## src/rtl/multdiv_sequencer.sv

```systemverilog
// multdiv_sequencer
//   Execute-stage sequencer for the multicycle multiply/divide unit.
//   Decodes R-type mul (ALU op 00110) / div (ALU op 00111), fires a one-cycle
//   start pulse, holds the pipeline stall while the unit works, and presents a
//   single writeback beat: the result to rd, or a status code to $r30 when the
//   unit reports an exception or the operation times out.
//
// Ports
//   clock, reset_n            rising-edge clock, synchronous active-low reset
//   valid_in, q_imem          execute-stage instruction and its valid
//   flush                     squash the in-flight operation
//   md_ready/md_exception/    multdiv completion pulse, exception flag and
//   md_result                 result (flag/result qualified by md_ready)
//   ctrl_MULT, ctrl_DIV       registered start pulses to multdiv
//   stall                     freeze fetch/decode/execute latches
//   wb_valid, wb_rd, wb_data  one-cycle writeback beat

module multdiv_sequencer #(
   parameter int TIMEOUT     = 40,
   parameter int RSTATUS_MUL = 4,
   parameter int RSTATUS_DIV = 5
) (
   input  logic        clock,
   input  logic        reset_n,
   input  logic        valid_in,
   input  logic [31:0] q_imem,
   input  logic        flush,
   input  logic        md_ready,
   input  logic        md_exception,
   input  logic [31:0] md_result,
   output logic        ctrl_MULT,
   output logic        ctrl_DIV,
   output logic        stall,
   output logic        wb_valid,
   output logic [4:0]  wb_rd,
   output logic [31:0] wb_data
);

   localparam int                CNT_W   = (TIMEOUT > 1) ? $clog2(TIMEOUT) : 1;
   localparam logic [CNT_W-1:0]  CNT_MAX = CNT_W'(TIMEOUT - 1);
   localparam logic [31:0]       ST_MUL  = 32'(RSTATUS_MUL);
   localparam logic [31:0]       ST_DIV  = 32'(RSTATUS_DIV);
   localparam logic [4:0]        R_STAT  = 5'd30;

   typedef enum logic [1:0] {
      IDLE = 2'd0,
      BUSY = 2'd1,
      DONE = 2'd2
   } state_t;

   state_t           state;
   logic [CNT_W-1:0] cnt;
   logic [4:0]       rd_q;
   logic             div_q;

   // decode
   logic [4:0] opcode;
   logic [4:0] alu_op;
   logic       is_md;
   logic       is_div;

   assign opcode = q_imem[31:27];
   assign alu_op = q_imem[6:2];
   assign is_md  = valid_in && (opcode == 5'b00000) &&
                   ((alu_op == 5'b00110) || (alu_op == 5'b00111));
   assign is_div = alu_op[0];

   // rs/rt/shamt and the low bits play no part in sequencing
   logic unused_bits;
   assign unused_bits = ^{q_imem[21:7], q_imem[1:0]};

   // Stall rises in the decode cycle itself so the instruction is held in
   // execute while the start pulse is registered.
   assign stall = (state == BUSY) ||
                  ((state == IDLE) && is_md && !flush);

   always_ff @(posedge clock) begin
      if (!reset_n) begin
         state     <= IDLE;
         cnt       <= '0;
         rd_q      <= '0;
         div_q     <= 1'b0;
         ctrl_MULT <= 1'b0;
         ctrl_DIV  <= 1'b0;
         wb_valid  <= 1'b0;
         wb_rd     <= '0;
         wb_data   <= '0;
      end else begin
         // pulses default low; wb_rd/wb_data hold
         ctrl_MULT <= 1'b0;
         ctrl_DIV  <= 1'b0;
         wb_valid  <= 1'b0;
         case (state)
            IDLE: begin
               if (is_md && !flush) begin
                  rd_q      <= q_imem[26:22];
                  div_q     <= is_div;
                  cnt       <= '0;
                  ctrl_MULT <= !is_div;
                  ctrl_DIV  <= is_div;
                  state     <= BUSY;
               end
            end
            BUSY: begin
               if (cnt != CNT_MAX) cnt <= cnt + 1'b1;
               // cnt==0 marks the start-pulse cycle, where md_ready is stale
               if (flush) begin
                  state <= IDLE;
               end else if (md_ready && (cnt != '0)) begin
                  wb_valid <= 1'b1;
                  state    <= DONE;
                  if (md_exception) begin
                     wb_rd   <= R_STAT;
                     wb_data <= div_q ? ST_DIV : ST_MUL;
                  end else begin
                     wb_rd   <= rd_q;
                     wb_data <= md_result;
                  end
               end else if (cnt == CNT_MAX) begin
                  wb_valid <= 1'b1;
                  wb_rd    <= R_STAT;
                  wb_data  <= div_q ? ST_DIV : ST_MUL;
                  state    <= DONE;
               end
            end
            DONE: begin
               state <= IDLE;
            end
            default: begin
               state <= IDLE;
            end
         endcase
      end
   end

endmodule

```

## config.mk

```make
export PLATFORM = sky130hd
export DESIGN_NAME = multdiv_sequencer
export DESIGN_NICKNAME = d
export VERILOG_FILES = /design/src/rtl/multdiv_sequencer.sv
export SDC_FILE = /design/constraint.sdc
export NUM_CORES = 1
export LEC_CHECK = 0
export ABC_AREA = 1
export CORE_UTILIZATION = 25
export CTS_CLUSTER_DIAMETER = 150
export DETAILED_ROUTE_END_ITERATION = 12
export GPL_TIMING_DRIVEN = 0
export SLEW_MARGIN = 10
export SYNTH_ARGS = -nofsm -noshare
export SYNTH_HDL_FRONTEND = slang
export SYNTH_SLANG_ARGS = --single-unit
export TNS_END_PERCENT = 50
```

## constraint.sdc

```tcl
create_clock -name clock -period 1.85 [get_ports clock]
set_input_delay 0.37 -clock clock [delete_from_list [all_inputs] [get_ports clock]]
set_output_delay 0.37 -clock clock [all_outputs]
set_load 0.01 [all_outputs]
```

### Word-level counts from Yosys, hierarchy flattened

Index checks and enable logic that the tools add are counted.

* mux-type cells: 17
* equal/unequal tests: 8
* bitwise logic cells: 3
* reductions and logical operators: 21
* add/subtract/negate cells: 1

Operator list (count)
* two-way mux 32 bit: 3
* two-way mux 5 bit: 3
* two-way mux 6 bit: 2
* case mux 6 bit (2 select lines): 1
* == test 5 x 3 -> 1 bit, second input constant: 2
* AND reduction 3 bit: 3
* two-way mux 2 bit: 4
* adder 6 x 1 -> 6 bit, second input constant: 1
* == test 6 bit, second input constant: 1
* logical AND 1 bit: 6
* inequality test 6 bit, second input constant: 1
* nonzero test 6 bit: 1
* zero test 5 bit: 1
* inequality test 2 x 1 -> 1 bit, second input constant: 2
* inequality test 4 x 2 -> 1 bit, second input constant: 1
* case mux 2 bit (2 select lines): 1
* AND reduction 2 bit: 2
* nonzero test 2 bit: 2
* two-way mux 1 bit: 3
* NOT 1 bit: 3
* OR reduction 3 bit: 1
* == test 2 x 1 -> 1 bit, second input constant: 1
* zero test 1 bit: 2
* zero test 2 bit: 1
* logical OR 1 bit: 2

* flip-flop bits (word level): 54
* bits of input ports: 70
* output and inout port bits: 41
* word-level logic and storage cells: 59

### Depth between registers and ports, before layout

* depth after elaboration: 6
* depth in mapped cells: 10

### Least setup slack after synthesis

OpenSTA, ideal clock, no wires.

* path type: reg-to-reg
* from: register cnt[0]
* to: register wb_data[10]
* library setup time: 0.112 ns
* setup slack: 0.334 ns
* data required time: 1.738 ns
* arrival: 1.403 ns
* buffers on the path: 2
* cell stages (with the launch flop): 11
* cell sequence: dfxtp_1 inv_1 ha_1 nand3_4 nand2_4 nand2_4 nand2_4 buf_12 buf_12 nand3_2 nand2_1

* cells in the longest elaborated chain, start to end: 4
* elaborated cells between the ends (all ways): 6

Ends and longest elaborated chain
* start: declaration: RTL line 52 `logic [CNT_W-1:0] cnt;`
* start signal: assignment: RTL line 105 `if (cnt != CNT_MAX) cnt <= cnt + 1'b1;`
* nonzero test 6 bit: RTL line 109 `end else if (md_ready && (cnt != '0)) begin`
* logical AND 1 bit: RTL line 109
* nonzero test 2 bit (no source line)
* AND reduction 3 bit (no source line)
* end signal: assignment: RTL line 114 `wb_data <= div_q ? ST_DIV : ST_MUL;`
* end signal: assignment: RTL line 117 `wb_data <= md_result;`
* end signal: assignment: RTL line 122 `wb_data <= div_q ? ST_DIV : ST_MUL;`
* end: declaration: RTL line 36 `output logic [31:0] wb_data`

Several ways; a longest one is shown, not always the timed one.
A chain may end at the register's enable or synchronous reset.

### Worst setup path in the final report

* from: input port q_imem[29]
* to: register div_q

* cells in the longest elaborated chain, start to end: 5

Ends and longest elaborated chain
* start: declaration: RTL line 26 `input logic [31:0] q_imem,`
* zero test 5 bit: RTL line 64 `assign is_md = valid_in && (opcode == 5'b00000) &&`
* logical AND 1 bit (2 in series): RTL line 64
* logical AND 1 bit: RTL line 95 `if (is_md && !flush) begin`
* AND reduction 2 bit (no source line)
* end signal: assignment: RTL line 97 `div_q <= is_div;`
* end: declaration: RTL line 54 `logic div_q;`

Every way passes these cells.

==> key figures <==
Worst setup path
  – FF-to-FF Start: cnt[0]
  – Crit path cell chain: clkdlybuf4s50_1, nor2_1, nand2_1, nor2_2, buf_4, buf_4, buf_4, buf_4, buf_4, buf_4, buf_4, nand4_1, a21oi_1
  – Setup Crit Path Kind: in2reg
  – Crit-path max FO: 2
  – Flop2flop setup slack: between 150 and 200 ps
  – Top Family by Delay on Critical Path: buffers and inverters
  – RR Endpoint: wb_data[9]
  – Arrival @ worst endpoint: just under 2000 ps
  – R2R cell count: 10
  – CP required: between 2000 and 2500 ps
  – CP endpoint kind: flip-flop
  – Crit path launch type: input port
  – Critical Path Most Common Cell: buf_4
  – CP bufs+invs: 8
  – Slowest stage cell, crit path: clkdlybuf4s50_1
  – Max incr delay on CP: 470 ps

Die
  – Site Rows: 38
  – Initial core utilization: between 20% and 30%
  – Core area: ~11000 um2
  – Chip Height: roughly 110 um
  – Die width: around 110 um
  – Die ar.: between 10000 and 15000 um2
  – Count of boundary I/O pins: between 100 and 150

Timing
  – Least-Margin Pin Slew: around 440 ps
  – Count of pins over their slew limit: 0
  – Final hold vios: 0
  – Setup violators final: 0
  – Relative slew margins: a little over two thirds
  – Final period util: a little over nine tenths
  – Clk_skew: approximately 9.1 ps
  – Fmax: 567 MHz
  – Tmin final: around 1800 ps
  – Hold slack: approximately 460 ps
  – RSZ-0062 raised after global routing: no

Drt
  – Pre-Repair DR Iteration Count: 4
  – ANT nets after route: 0
  – DRC viols: 0
  – Routed length per placed instance: 11.7 um
  – Via Count: between 2000 and 3000
  – Iter 0 DRT Violations: between 100 and 150
  – Post-Route WL: 7.39 mm
  – Vias per Instance: 4.30

Global routing
  – Largest net degree at the start of global routing: 17
  – Total global routing track utilization: roughly an eighth
  – Vias in the first global route: between 2000 and 3000
  – Grt ovf: 0
  – Initial antenna violation count: 0
  – Global-route wire length before repair: 12.2 mm

Placed design
  – Gp weighted congestion: between 0.7 and 0.8
  – IO buf count: 92
  – Post-DP HPWL: approximately 5.5 mm
  – Placed inst area: 3870 um2

Hold path
  – HP Class: reg2reg
  – Hold Path End: wb_data[6]
  – Worst Hold Depth: 2
  – Hold Crit Start: wb_data[6]

Logic synthesis
  – Post-synthesis sequential area ratio: ~39%
  – Yosys top cell area share: 38.9%
  – Netlist cell types: 24
  – Synth Net Count: between 400 and 500
  – Mapped Cells: between 300 and 400
  – Synthesized area per cell: 7.29 um2
  – Leading area contributor after synthesis: dfxtp_1
  – Synthesized area: 2780 um2
  – Synthesis-stage register bit count: 54
  – Top cells by area, synth: dfxtp_1 39%, nand2_1 17%, nand3_2 10%
  – Synth warnings: 0

Layout
  – Number of diodes: 0
  – Fin area: roughly 4100 um2
  – Fill count: 1165
  – Share of cells above drive strength 1: 17.4%
  – Post-layout util: a little under two fifths
  – Final nets: approximately 570
  – Area Growth Syn to Fin: 48.6%

Clocking
  – Reg clk slew, reported paths: about 100 ps
  – Htree depth: 2
  – Root Driver: clkbuf_8
  – Num Clock Sinks: 54
  – CTS buffer count: 5
  – Clock tree buffer depth: 2
  – CTS Hold Bufs: 0
  – Clock Latency Late Sink: ~300 ps
  – CTS tree: built

Pwr
  – Leak: 1.80 nW
  – Worst vdd ir: 0.291 mV
  – Power Dens Cells: ~560 nW/um2
  – Tot Pwr: between 2 and 2.5 mW

Flow run
  – Max-Cap Viols: 0

Run status
  – Status: complete, no violations
==> per-stage QoR <==
step,setup WS [ps],TNS (ps),instances
finish,85.8,0,634
global route,19.0,0,634
CTS,0.641,0,634
detailed placement,-687,-2960,613
global placement,-677,-2120,613
floorplan,334,0,381
==> placed cells by master, fill, tap and decap left out, drive strengths merged, types with 2 or more instances in the layout <==
master / instances
clkdlybuf4s50: 84
nor3: 2
inv: 22
dlygate4sd2: 4
nand3: 47
clkbuf: 11
dlymetal6s2s: 3
nand4: 7
buf: 29
bufinv: 2
nor2: 73
nand2: 132
or2: 2
a21oi: 11
dfxtp: 54
o21ai: 6
clkinv: 2
ha: 2
==> power by group <==
part           internal, mW  switching [mW]
Combinational         0.114          0.0802
Clock                 0.577           0.382
Sequential             1.16        0.000101
==> flip-flops by register name, summed over array words and instances, names as in the netlist <==
name	cells
div_q	1
rd_q	5
wb_rd	5
ctrl_DIV	1
ctrl_MULT	1
wb_data	32
wb_valid	1
cnt	6
state	2
==> synth_stat cells <==
| library cell | n |
|---|---|
| nand2_4 | 3 |
| buf_6 | 3 |
| buf_12 | 4 |
| clkbuf_1 | 5 |
| nand2_2 | 2 |
| nand4_1 | 7 |
| dfxtp_1 | 54 |
| ha_1 | 2 |
| inv_1 | 22 |
| nor2_8 | 2 |
| or2_2 | 2 |
| nor3b_1 | 1 |
| nor3_1 | 2 |
| o21ai_0 | 6 |
| nor2_1 | 66 |
| nor2_2 | 2 |
| nand3_4 | 1 |
| buf_2 | 8 |
| nand3_2 | 29 |
| nor2_4 | 3 |
| nand2_1 | 127 |
| a21oi_1 | 11 |
| clkinv_1 | 2 |
| nand3_1 | 17 |
==> cell families after synthesis <==
logic type / synth area share [%]
AO/OA/AOI/OAI: 3.06
adder cells (fa/ha/maj): 0.901
buffers and inverters: 9.46
flip-flops: 38.9
AND/OR/NAND/NOR: 47.7
==> layer usage <==
| metal | part of all wire (%) | wire (um) | vias to the layer above | global-route usage [%] |
|---|---|---|---|---|
| li1 | - | - | 1412 | - |
| met1 | 46 | 3380 | 1239 | 16.9 |
| met2 | 49 | 3590 | 70 | 23.4 |
| met3 | 4.6 | 343 | 5 | 2.06 |
| met4 | 1.0 | 74 | 0 | 3.82 |
| met5 | 0 | 0 | - | 0 |
==> how the worst max path moves through the flow <==
stage                             end  depth (start not counted)  slack, ps  startpoint
after floorplan           wb_data[10]                         10        330      cnt[0]
after global placement          stall                          8       -680       flush
after detailed placement        stall                          8       -690       flush
after CTS                       stall                          8        0.6  q_imem[27]
after global routing            div_q                         13         20  q_imem[29]
final                           div_q                         13         90  q_imem[29]
==> worst register-to-register path: stages (launching register included) <==
cell	delay (ps)
dfxtp_2	390
inv_1	70
ha_1	230
nand3_4	130
nand2_4	110
nand2_4	140
nand2_4	100
buf_12	160
buf_12	140
nand3_2	50
nand2_1	60
==> area by class of cell <==
class / count / area (um2) / share of cell area [%]
Buffer: 19 / 168 / 4.06
Clock buffer: 6 / 82.6 / 2.00
Clock inverter: 2 / 60.1 / 1.46
Inverter: 24 / 90.1 / 2.18
Multi-Input combinational cell: 283 / 1440 / 35.0
Sequential cell: 54 / 1080 / 26.3
Tap cell: 140 / 175 / 4.24
Timing Repair Buffer: 106 / 1020 / 24.8
==> what timing repair did <==
item / in CTS / in global routing
gates resized for setup: 13 / 5
buffers inserted: 13 / 1
pin swaps: 5 / 4
endpoints found under the setup margin: 1 / 33
Note: power is estimated with default switching activity, not from simulation.
